$ cat config.mk
export PLATFORM = sky130hd
export DESIGN_NAME = kamacore_stage_mem_flat
export DESIGN_NICKNAME = d
export VERILOG_FILES = /design/src/rtl/kamacore_stage_mem_if.sv /design/src/rtl/kamacore_stage_mem.sv /design/src/flat_wrapper.sv
export SDC_FILE = /design/constraint.sdc
export NUM_CORES = 1
export LEC_CHECK = 0
export BUFFER_PORTS_ARGS = -buffer_cell sky130_fd_sc_hd__clkbuf_2
export CAP_MARGIN = 20
export CORE_MARGIN = 2
export CORE_UTILIZATION = 46
export CTS_CLUSTER_DIAMETER = 150
export DETAILED_ROUTE_END_ITERATION = 8
export GPL_TIMING_DRIVEN = 0
export PLACE_DENSITY_LB_ADDON = 0.2
export SLEW_MARGIN = 20
export SYNTH_ARGS = -nofsm -noshare
export SYNTH_HDL_FRONTEND = slang
export SYNTH_SLANG_ARGS = --single-unit
$ cat constraint.sdc
create_clock -name clk -period 5.4 [get_ports clk]
set_input_delay 0.54 -clock clk [delete_from_list [all_inputs] [get_ports clk]]
set_output_delay 0.54 -clock clk [all_outputs]
set_load 0.005 [all_outputs]
$ cat src/rtl/kamacore_stage_mem_if.sv
// Bus bundle between the MEM pipeline stage and its neighbours: the EX->MEM
// entry handshake, the data-memory request/response port and the MEM->WB
// result. The stage itself connects through the master modport; the
// surrounding pipeline/memory model connects through the slave modport.
interface kamacore_stage_mem_if #(
    parameter int CPU_WIDTH = 32
);
    // EX -> MEM entry
    logic                 ex_valid;
    logic                 ex_ready;
    logic [CPU_WIDTH-1:0] ex_instruction;
    logic [CPU_WIDTH-1:0] ex_alu_result;
    logic [CPU_WIDTH-1:0] ex_rs2_data;

    // data memory port
    logic                 dmem_req;
    logic                 dmem_we;
    logic [CPU_WIDTH-1:0] dmem_addr;
    logic [3:0]           dmem_be;
    logic [CPU_WIDTH-1:0] dmem_wdata;
    logic                 dmem_gnt;
    logic                 dmem_rvalid;
    logic [CPU_WIDTH-1:0] dmem_rdata;

    // MEM -> WB result
    logic                 wb_valid;
    logic [CPU_WIDTH-1:0] wb_instruction;
    logic [CPU_WIDTH-1:0] wb_result;
    logic                 mem_misaligned;

    modport master (
        input  ex_valid, ex_instruction, ex_alu_result, ex_rs2_data,
        input  dmem_gnt, dmem_rvalid, dmem_rdata,
        output ex_ready,
        output dmem_req, dmem_we, dmem_addr, dmem_be, dmem_wdata,
        output wb_valid, wb_instruction, wb_result, mem_misaligned
    );

    modport slave (
        output ex_valid, ex_instruction, ex_alu_result, ex_rs2_data,
        output dmem_gnt, dmem_rvalid, dmem_rdata,
        input  ex_ready,
        input  dmem_req, dmem_we, dmem_addr, dmem_be, dmem_wdata,
        input  wb_valid, wb_instruction, wb_result, mem_misaligned
    );
endinterface

$ cat src/rtl/kamacore_stage_mem.sv
// MEM pipeline stage: passes non-memory instructions straight to writeback,
// issues loads/stores on the data-memory port (req/gnt, then rvalid for
// loads), lane-aligns store data and extracts/extends load data.
// Optional feature: define KAMACORE_MISALIGN_TRAP_EN to flag misaligned
// halfword/word accesses instead of issuing them; without it the offending
// low address bits are forced to zero and the access proceeds.
module kamacore_stage_mem #(
    parameter int CPU_WIDTH = 32
) (
    input  logic                   clk,
    input  logic                   rst,
    kamacore_stage_mem_if.master   bus
);
    localparam logic [6:0] OP_LOAD  = 7'b0000011;
    localparam logic [6:0] OP_STORE = 7'b0100011;

    typedef enum logic [1:0] {ST_IDLE, ST_REQ, ST_WAIT} state_t;

    state_t               state_reg;
    logic [CPU_WIDTH-1:0] instr_reg;
    logic [CPU_WIDTH-1:0] addr_reg;
    logic [CPU_WIDTH-1:0] wdata_reg;
    logic [3:0]           be_reg;
    logic                 we_reg;
    logic [2:0]           funct3_reg;
    logic                 req_reg;
    logic                 wb_valid_reg;
    logic [CPU_WIDTH-1:0] wb_instr_reg;
    logic [CPU_WIDTH-1:0] wb_result_reg;
    logic                 misaligned_reg;

    // decode of the entry currently offered by EX
    logic [6:0]           opcode;
    logic [2:0]           funct3;
    logic                 is_load;
    logic                 is_store;
    logic                 is_mem;
    logic                 size_half;
    logic                 size_word;
    logic [CPU_WIDTH-1:0] eff_addr;
    logic [3:0]           lane_be;
    logic [CPU_WIDTH-1:0] lane_wdata;
    logic                 trap;
    logic [CPU_WIDTH-1:0] ld_lane;
    logic [CPU_WIDTH-1:0] ld_data;

    // classify the EX entry; unknown funct3 falls back to pass-through
    always_comb begin
        opcode    = bus.ex_instruction[6:0];
        funct3    = bus.ex_instruction[14:12];
        is_load   = (opcode == OP_LOAD)  && (funct3 inside {3'b000, 3'b001, 3'b010, 3'b100, 3'b101});
        is_store  = (opcode == OP_STORE) && (funct3 inside {3'b000, 3'b001, 3'b010});
        is_mem    = is_load || is_store;
        size_half = (funct3[1:0] == 2'b01);
        size_word = (funct3[1:0] == 2'b10);
        eff_addr  = bus.ex_alu_result;
        if (size_half) eff_addr[0]   = 1'b0;
        if (size_word) eff_addr[1:0] = 2'b00;
    end

`ifdef KAMACORE_MISALIGN_TRAP_EN
    assign trap = (size_half && bus.ex_alu_result[0]) ||
                  (size_word && (bus.ex_alu_result[1:0] != 2'b00));
`else
    assign trap = 1'b0;
`endif

    // per byte lane: enable and replicated store data
    generate
        for (genvar gi = 0; gi < 4; gi++) begin : g_lane
            localparam logic [1:0] LANE = 2'(gi);
            assign lane_be[gi] = size_word ? 1'b1 :
                                 size_half ? (eff_addr[1] == LANE[1]) :
                                             (eff_addr[1:0] == LANE);
            assign lane_wdata[8*gi +: 8] = size_word ? bus.ex_rs2_data[8*gi +: 8] :
                                           size_half ? bus.ex_rs2_data[8*(gi%2) +: 8] :
                                                       bus.ex_rs2_data[7:0];
        end
    endgenerate

    // shift the addressed lane down and extend according to the load type
    always_comb begin
        ld_lane = bus.dmem_rdata >> {addr_reg[1:0], 3'b000};
        case (funct3_reg)
            3'b000:  ld_data = {{(CPU_WIDTH-8){ld_lane[7]}}, ld_lane[7:0]};
            3'b001:  ld_data = {{(CPU_WIDTH-16){ld_lane[15]}}, ld_lane[15:0]};
            3'b100:  ld_data = {{(CPU_WIDTH-8){1'b0}}, ld_lane[7:0]};
            3'b101:  ld_data = {{(CPU_WIDTH-16){1'b0}}, ld_lane[15:0]};
            default: ld_data = ld_lane;
        endcase
    end

    // stage FSM with all bus outputs registered
    always_ff @(posedge clk or posedge rst) begin
        if (rst) begin
            state_reg      <= ST_IDLE;
            instr_reg      <= '0;
            addr_reg       <= '0;
            wdata_reg      <= '0;
            be_reg         <= '0;
            we_reg         <= 1'b0;
            funct3_reg     <= '0;
            req_reg        <= 1'b0;
            wb_valid_reg   <= 1'b0;
            wb_instr_reg   <= '0;
            wb_result_reg  <= '0;
            misaligned_reg <= 1'b0;
        end else begin
            wb_valid_reg   <= 1'b0;
            misaligned_reg <= 1'b0;
            case (state_reg)
                ST_IDLE: begin
                    if (bus.ex_valid) begin
                        if (!is_mem) begin
                            wb_valid_reg  <= 1'b1;
                            wb_instr_reg  <= bus.ex_instruction;
                            wb_result_reg <= bus.ex_alu_result;
                        end else if (trap) begin
                            wb_valid_reg   <= 1'b1;
                            wb_instr_reg   <= bus.ex_instruction;
                            wb_result_reg  <= bus.ex_alu_result;
                            misaligned_reg <= 1'b1;
                        end else begin
                            instr_reg  <= bus.ex_instruction;
                            addr_reg   <= eff_addr;
                            wdata_reg  <= is_store ? lane_wdata : '0;
                            be_reg     <= lane_be;
                            we_reg     <= is_store;
                            funct3_reg <= funct3;
                            req_reg    <= 1'b1;
                            state_reg  <= ST_REQ;
                        end
                    end
                end
                ST_REQ: begin
                    if (bus.dmem_gnt) begin
                        req_reg <= 1'b0;
                        if (we_reg) begin
                            wb_valid_reg  <= 1'b1;
                            wb_instr_reg  <= instr_reg;
                            wb_result_reg <= '0;
                            state_reg     <= ST_IDLE;
                        end else if (bus.dmem_rvalid) begin
                            wb_valid_reg  <= 1'b1;
                            wb_instr_reg  <= instr_reg;
                            wb_result_reg <= ld_data;
                            state_reg     <= ST_IDLE;
                        end else begin
                            state_reg <= ST_WAIT;
                        end
                    end
                end
                ST_WAIT: begin
                    if (bus.dmem_rvalid) begin
                        wb_valid_reg  <= 1'b1;
                        wb_instr_reg  <= instr_reg;
                        wb_result_reg <= ld_data;
                        state_reg     <= ST_IDLE;
                    end
                end
                default: state_reg <= ST_IDLE;
            endcase
        end
    end

    assign bus.ex_ready       = (state_reg == ST_IDLE);
    assign bus.dmem_req       = req_reg;
    assign bus.dmem_we        = we_reg;
    assign bus.dmem_addr      = {addr_reg[CPU_WIDTH-1:2], 2'b00};
    assign bus.dmem_be        = be_reg;
    assign bus.dmem_wdata     = wdata_reg;
    assign bus.wb_valid       = wb_valid_reg;
    assign bus.wb_instruction = wb_instr_reg;
    assign bus.wb_result      = wb_result_reg;
    assign bus.mem_misaligned = misaligned_reg;
endmodule

$ cat src/flat_wrapper.sv
// flat-port wrapper written by rule: the top's interface ports become plain ports
module kamacore_stage_mem_flat 
#(
    parameter int CPU_WIDTH = 32
)
  (clk, rst, bus_ex_valid, bus_ex_instruction, bus_ex_alu_result, bus_ex_rs2_data, bus_dmem_gnt, bus_dmem_rvalid, bus_dmem_rdata, bus_ex_ready, bus_dmem_req, bus_dmem_we, bus_dmem_addr, bus_dmem_be, bus_dmem_wdata, bus_wb_valid, bus_wb_instruction, bus_wb_result, bus_mem_misaligned);
  kamacore_stage_mem_if #(.CPU_WIDTH(CPU_WIDTH)) bus_i ();
  input  logic clk;
  input  logic rst;
  input wire logic [$bits(bus_i.ex_valid)-1:0] bus_ex_valid;
  input wire logic [$bits(bus_i.ex_instruction)-1:0] bus_ex_instruction;
  input wire logic [$bits(bus_i.ex_alu_result)-1:0] bus_ex_alu_result;
  input wire logic [$bits(bus_i.ex_rs2_data)-1:0] bus_ex_rs2_data;
  input wire logic [$bits(bus_i.dmem_gnt)-1:0] bus_dmem_gnt;
  input wire logic [$bits(bus_i.dmem_rvalid)-1:0] bus_dmem_rvalid;
  input wire logic [$bits(bus_i.dmem_rdata)-1:0] bus_dmem_rdata;
  output wire logic [$bits(bus_i.ex_ready)-1:0] bus_ex_ready;
  output wire logic [$bits(bus_i.dmem_req)-1:0] bus_dmem_req;
  output wire logic [$bits(bus_i.dmem_we)-1:0] bus_dmem_we;
  output wire logic [$bits(bus_i.dmem_addr)-1:0] bus_dmem_addr;
  output wire logic [$bits(bus_i.dmem_be)-1:0] bus_dmem_be;
  output wire logic [$bits(bus_i.dmem_wdata)-1:0] bus_dmem_wdata;
  output wire logic [$bits(bus_i.wb_valid)-1:0] bus_wb_valid;
  output wire logic [$bits(bus_i.wb_instruction)-1:0] bus_wb_instruction;
  output wire logic [$bits(bus_i.wb_result)-1:0] bus_wb_result;
  output wire logic [$bits(bus_i.mem_misaligned)-1:0] bus_mem_misaligned;
  assign bus_i.ex_valid = bus_ex_valid;
  assign bus_i.ex_instruction = bus_ex_instruction;
  assign bus_i.ex_alu_result = bus_ex_alu_result;
  assign bus_i.ex_rs2_data = bus_ex_rs2_data;
  assign bus_i.dmem_gnt = bus_dmem_gnt;
  assign bus_i.dmem_rvalid = bus_dmem_rvalid;
  assign bus_i.dmem_rdata = bus_dmem_rdata;
  assign bus_ex_ready = bus_i.ex_ready;
  assign bus_dmem_req = bus_i.dmem_req;
  assign bus_dmem_we = bus_i.dmem_we;
  assign bus_dmem_addr = bus_i.dmem_addr;
  assign bus_dmem_be = bus_i.dmem_be;
  assign bus_dmem_wdata = bus_i.dmem_wdata;
  assign bus_wb_valid = bus_i.wb_valid;
  assign bus_wb_instruction = bus_i.wb_instruction;
  assign bus_wb_result = bus_i.wb_result;
  assign bus_mem_misaligned = bus_i.mem_misaligned;
  kamacore_stage_mem #(.CPU_WIDTH(CPU_WIDTH)) u_core (.clk(clk), .rst(rst), .bus(bus_i));
endmodule
==> flow_metrics.tcl, run 1 <==
set metrics [dict create \
    outcome "complete, no violations" \
    cts_max_level 4 \
    ant_nets 0 \
    yosys.area_share.adder_pct 0.6181 \
    crit_required_ns 5.75 \
    cts_setup_buffers 0 \
    final_util_pct 59.63 \
    syn_to_final_growth_pct 26.95 \
    clkPwrFrac_pct 29.9 \
    synth-simple-area-share_pct 15.28 \
    crit_path_end_kind "register" \
    clock_sinks 169 \
    slew_headroom_pct 35.95 \
    cts_buffers 17 \
    dp.cells 1323 \
    hold_class "in -> async" \
    viasPerCell 5.484 \
    grt_pass1_vias 7036 \
    tritoncts "built" \
    synth-seq-cells 169 \
    start_util_pct 46.97 \
    antennaDiodeCount 0 \
    synth_area_um2 8097 \
    antenna_found_initial 1 \
    final_hold_viol_count 0 \
    setup_viol 0 \
    final_cell_mix "265 x clkbuf_2, 225 x nand2_1, 169 x dfrtp_1" \
    netlist_instances 830 \
    path_cells "inv_1 -> ha_1 -> clkinv_1 -> a21oi_1 -> clkbuf_1 -> a22oi_1 -> o2bb2ai_1" \
    cts_buffer_depth 2 \
    worst_clock_skew_ns 0.007982 \
    critical-path-slowest-cell "a21oi_1" \
    path_buf_inv 3 \
    syn-mean-instance-area_um2 9.755 \
    synth_top_area_share_pct 52.23 \
    hpwl_um 18820 \
    post_cts_resized 0 \
    io_pins 270 \
    post-route-period-util_pct 50.20 \
    post_dp_cell_area_um2 9747 \
    grt_overflow_total 0 \
    core_um2 17240 \
    die_h_um 136.7 \
    setup_ws_ns 2.689 \
    drt_wl_total_um 25390 \
    combPwrFrac_pct 26.2 \
    critPathKind "reg -> reg" \
    slowest_delay_ns 0.66 \
    ys_types 51 \
    synth_edf_count 0 \
    peakVddDrop_mv 0.2372 \
    final_common_cell "clkbuf_2" \
    io_buffers 265 \
    root_buffer "clkbuf_16" \
    routedWlPerCell_um 18.75 \
    fin_cells 1354 \
    grt_max_degree 98 \
    synth_mux_area_share_pct 4.219 \
    postLayoutCellArea_um2 10280 \
    die_w_um 136.7 \
    ys_seq_area_share_pct 52.23 \
    drc 0 \
    synth_compound_area_share_pct 20.99 \
    tightest_slew_ns 0.9572 \
    clk_latency_ns 0.43 \
    leakagePower_uw 0.005299 \
    startpoint_type "register" \
    cts_hold_buf 0 \
    rsz0062_at_grt "false" \
    internal_power_uw 2618 \
    switching_share_pct 31.00 \
    grt_use_total_pct 27.51 \
    dieArea_um2 18680 \
    switchingPower_uw 1176 \
    critPathMaxFanout 10 \
    pre_cts_ws_ns 2.513 \
    synth-main-ff-cell "dfrtp_1" \
    p_seq_share_pct 43.9 \
    ff2ff_setup_slack_ns 2.69 \
    place_congestion 0.9215 \
    synthTopCellsByArea "dfrtp_1 52%, nand2_1 10%, o2bb2ai_1 5.0%" \
    crit_arrival_ns 3.06 \
    slew_viol_final 0 \
    synth_xor_area_share_pct 0 \
    yosysTopAreaCell "dfrtp_1" \
    async_flop_share_pct 100.0 \
    first_pass_iters 5 \
    cap_viol_max_count 0 \
    rows 48 \
    synth_top_family_by_area "compound AO/OA/AOI/OAI gates" \
    powerDensity_nw_per_um2 369.2 \
    clock.fmax_ghz 0.3689 \
    yosys_warnings 0 \
    drt_iter0_markers 543 \
    drive_gt1_share_pct 31.89 \
    via_count 7426 \
    critPathTopFamily "compound AO/OA/AOI/OAI gates" \
    layout_min_cycle_time_ns 2.711 \
    path_clk_slew_ns 0.06 \
    grt_first_pass_wirelength_um 39170 \
    fin_nets 1254 \
]
==> power groups by stage <==
| stage | logic (uW) | registers [uW] | clock network (uW) |
|---|---|---|---|
| 2_1_floorplan | 522 | 1670 | 0 |
| 3_3_place_gp | 978 | 1680 | 0 |
| 3_5_place_dp | 996 | 1680 | 0 |
| 4_1_cts | 1000 | 1660 | 1150 |
| 5_1_grt | 1100 | 1690 | 1200 |
| 6_report | 994 | 1670 | 1130 |
==> cells in the mapped netlist, types with 3 or more instances <==
| cell | instances |
|---|---|
| a211oi_1 | 14 |
| a21oi_1 | 28 |
| a221o_1 | 16 |
| a22o_1 | 17 |
| a22oi_1 | 32 |
| a31oi_1 | 14 |
| and2_1 | 4 |
| buf_1 | 3 |
| buf_2 | 14 |
| buf_4 | 36 |
| clkbuf_1 | 37 |
| dfrtp_1 | 169 |
| ha_1 | 4 |
| inv_1 | 7 |
| mux2_2 | 8 |
| mux2i_1 | 24 |
| nand2_1 | 225 |
| nand2b_1 | 8 |
| nand3_1 | 4 |
| nor2_1 | 26 |
| nor2b_1 | 13 |
| o21ai_0 | 29 |
| o21ai_1 | 16 |
| o221ai_1 | 8 |
| o2bb2ai_1 | 46 |
==> worst register-to-register path: stages, from the launching register on <==
cell	delay (ns)
dfrtp_1	0.42
inv_1	0.09
ha_1	0.39
clkinv_1	0.31
a21oi_1	0.66
clkbuf_1	0.45
a22oi_1	0.14
o2bb2ai_1	0.18
==> kinds of logic (layout without fill, tap and decap cells) <==
group | Yosys count | in the layout
AO/OA/AOI/OAI | 233 | 233
adder cells (fa/ha/maj) | 4 | 4
buffers and inverters | 100 | 397
flip-flops | 169 | 169
multiplexers | 33 | 33
other | 1 | 3
AND/OR/NAND/NOR | 290 | 290
==> final timing paths <==
| check | startpoint | end | cells after the start |
|---|---|---|---|
| min in group clk | bus_ex_instruction[26] | u_core.instr_reg[26]$_DFFE_PP0P_ | 3 |
| hold reg to reg | u_core.instr_reg[19]$_DFFE_PP0P_ | u_core.instr_reg[19]$_DFFE_PP0P_ | 2 |
| max in group asynchronous | rst | u_core.bus.wb_instruction[19]$_DFFE_PP0P_ | 3 |
| setup / recovery | u_core.state_reg[1]$_DFFE_PP0P_ | u_core.bus.wb_instruction[4]$_DFFE_PP0P_ | 7 |
| hold / removal | rst | u_core.addr_reg[28]$_DFFE_PP0P_ | 2 |
| setup reg to reg | u_core.state_reg[1]$_DFFE_PP0P_ | u_core.bus.wb_instruction[4]$_DFFE_PP0P_ | 7 |
==> stage by stage <==
stage / hold slack, ns / total power [uW] / setup TNS (ns)
CTS: 0.2731 / 3816 / 0
floorplan: 0.4356 / 2196 / 0
detailed placement: 0.4589 / 2678 / 0
global placement: 0.4571 / 2660 / -285.49
finish: 0.2477 / 3795 / 0
global route: 0.3133 / 3995 / 0
==> metal layers <==
metal	GRT usage, %	routed length [um]
met1	37.92	11100
met2	43.61	11830
met3	5.852	1940
met4	8.507	507
met5	0	13
==> layout make-up <==
class	instances	area (um^2)
Clock inverter	8	73.82
Sequential cell	169	4229
Fill cell	1560	6958
Multi-Input combinational cell	563	3339
Timing Repair Buffer	266	1354
Clock buffer	23	457.9
Tap cell	225	281.5
Buffer	91	501.7
Inverter	9	41.29
Power figures use the tool's default switching activity.
==> inputs of run 2 (changes only) <==
- CORE_UTILIZATION: 46 -> 51
- clock period: 5.4 -> 2.6 ns (I/O delays scaled with it)
==> run 2 against run 1 <==
  * First-iteration DRC count shrank 8.8%
  * Maximum frequency grew 14%
  * Global-route usage grew 1.3 points
  * Routed wire length shrank 5.1%
  * Non-clock buffer count grew 7
  * Largest power group unchanged
  * Critical path depth is the same
  * Clock skew shrank 0.0018 ns
  * Worst setup slack lost 2.5 ns
  * Clock power grew 110%
  * Worst hold slack lost 0.20 ns
  * Highest routed layer is now met4
  * Power grew 110%
==> flow_metrics.tcl, run 2 (synthesis results as in run 1) <==
set metrics [dict create \
    post_dp_cell_area_um2 9804 \
    path_clk_slew_ns 0.06 \
    core_um2 15710 \
    start_util_pct 51.53 \
    place_congestion 0.9392 \
    io_buffers 265 \
    antenna_found_initial 1 \
    regArea_um2 4229 \
    drt_wl_total_um 24090 \
    die_h_um 130 \
    fin_nets 1261 \
    crit_path_end_kind "register" \
    root_buffer "clkbuf_16" \
    cts_buffers 17 \
    ant_nets 0 \
    rows 46 \
    clock_sinks 169 \
    startpoint_type "register" \
    io_pins 270 \
    final_hold_viol_count 0 \
    powerDensity_nw_per_um2 761.6 \
    die_w_um 130 \
    cts_max_level 4 \
    via_count 7373 \
    hpwl_um 18330 \
    crit_required_ns 2.89 \
    critPathTopFamily "buffers and inverters" \
    hold_class "in -> reg" \
    dieArea_um2 16900 \
    layout_min_cycle_time_ns 2.373 \
    postLayoutCellArea_um2 10390 \
    final_common_cell "clkbuf_2" \
    path_cells "inv_1 -> ha_1 -> clkinv_1 -> clkbuf_2 -> clkbuf_1 -> a22oi_1 -> o2bb2ai_1" \
    leakagePower_uw 0.005365 \
    multi_input_area_um2 3346 \
    tritoncts "built" \
    rsz0062_at_grt "false" \
    critPathKind "reg -> reg" \
    outcome "complete, no violations" \
    syn_to_final_growth_pct 28.30 \
    slowest_delay_ns 0.43 \
    grt_pass1_vias 7045 \
    grt_first_pass_wirelength_um 37360 \
    critPathMaxFanout 10 \
    antennaDiodeCount 0 \
    clk_latency_ns 0.42 \
    path_buf_inv 4 \
    post-route-period-util_pct 91.28 \
    grt_overflow_total 0 \
    crit_arrival_ns 2.66 \
    drt_iter0_markers 495 \
    slew_headroom_pct 52.28 \
    worst_clock_skew_ns 0.006222 \
    clock.fmax_ghz 0.4214 \
    first_pass_iters 5 \
    cap_viol_max_count 0 \
    setup_tns_ns 0 \
    grt_use_total_pct 28.82 \
    final_cell_mix "271 x clkbuf_2, 225 x nand2_1, 169 x dfrtp_1" \
    tightest_slew_ns 0.7158 \
    setup_viol 0 \
    viasPerCell 5.449 \
    cts_buffer_depth 2 \
    fillers 1365 \
    routedWlPerCell_um 17.81 \
    drive_gt1_share_pct 32.89 \
    drc 0 \
    peakVddDrop_mv 0.4392 \
    slew_viol_final 0 \
    grt_max_degree 33 \
    critical-path-slowest-cell "dfrtp_1" \
]
[run 2: cell types whose count changed in the layout (fill, tap and decap cells not counted), sizes merged]
| cell | previous run | this run |
|---|---|---|
| buf | 55 | 61 |
| clkbuf | 325 | 327 |
| clkinv | 7 | 6 |
| clkinvlp | 2 | 3 |
| dlygate4sd3 | 0 | 1 |
| inv | 7 | 6 |
[run 2: worst paths after layout]
| path | endpoint | start | cells after the start | slack [ns] |
|---|---|---|---|---|
| worst min register to register | u_core.instr_reg[1]$_DFFE_PP0P_ | u_core.instr_reg[1]$_DFFE_PP0P_ | 1 | 0.47 |
| max in group asynchronous | u_core.instr_reg[20]$_DFFE_PP0P_ | rst | 5 | 1.40 |
| worst max register to register | u_core.bus.wb_instruction[19]$_DFFE_PP0P_ | u_core.state_reg[1]$_DFFE_PP0P_ | 7 | 0.23 |
| worst max-delay path | u_core.bus.wb_instruction[19]$_DFFE_PP0P_ | u_core.state_reg[1]$_DFFE_PP0P_ | 7 | 0.23 |
| worst min-delay path | u_core.instr_reg[28]$_DFFE_PP0P_ | bus_ex_instruction[28] | 3 | 0.05 |
| min in group asynchronous | u_core.bus.dmem_wdata[16]$_DFFE_PP0P_ | rst | 3 | 0.44 |
[run 2: final cells by class]
class                   count  share of cell area, %
multi-input cells         563                  32.21
plain buffers              91                  4.902
flip-flops and latches    169                  40.71
inverters                   9                 0.3614
well taps                 216                  2.602
clock buffers              25                  4.577
clock inverters             7                 0.6625
repair buffers            273                  13.97
[run 2: report_power, final]
part	total (uW)	internal (uW)	leakage [uW]	switching, uW
sequential	3450	3140	0.00221	307
combinational	2080	980	0.00289	1100
clock	2390	1370	0.000261	1020
total	7910	5490	0.00536	2420
[run 2: metal layers]
layer	up-vias	part of all wire (%)	global-route usage [%]
met3	70	6.9	6.150
met5	-	0	0
met1	3480	43	38.96
li1	3495	-	-
met4	0	4.5	14.10
met2	328	45	44.44
[run 2: timing repair]
item	CTS	global route
hold buffers	1	0
setup endpoints to repair	30	50
setup buffers	0	2
resized for setup	2	12
endpoints found under the hold margin	19	0
pin swaps	0	1
[run 2: per-stage QoR]
stage	setup slack (ns)	total power [uW]	util, %	hold WS [ns]	cells
after global routing	0.03210	8336	66.11	0.05439	1353
after CTS	0.07792	7960	65.97	0.03310	1351
after global placement	-0.9005	5506	61.76	0.4586	1313
final	0.2267	7911	66.11	0.04634	1353
after detailed placement	-0.04549	5559	62.40	0.3029	1318
after floorplan	0.1853	4563	-	0.3654	832
[run 2: worst reg2reg max path, cell delays in order (launching register included)]
cell,delay [ns]
dfrtp_1,0.43
inv_1,0.09
ha_1,0.40
clkinv_1,0.32
clkbuf_2,0.35
clkbuf_1,0.31
a22oi_1,0.25
o2bb2ai_1,0.10
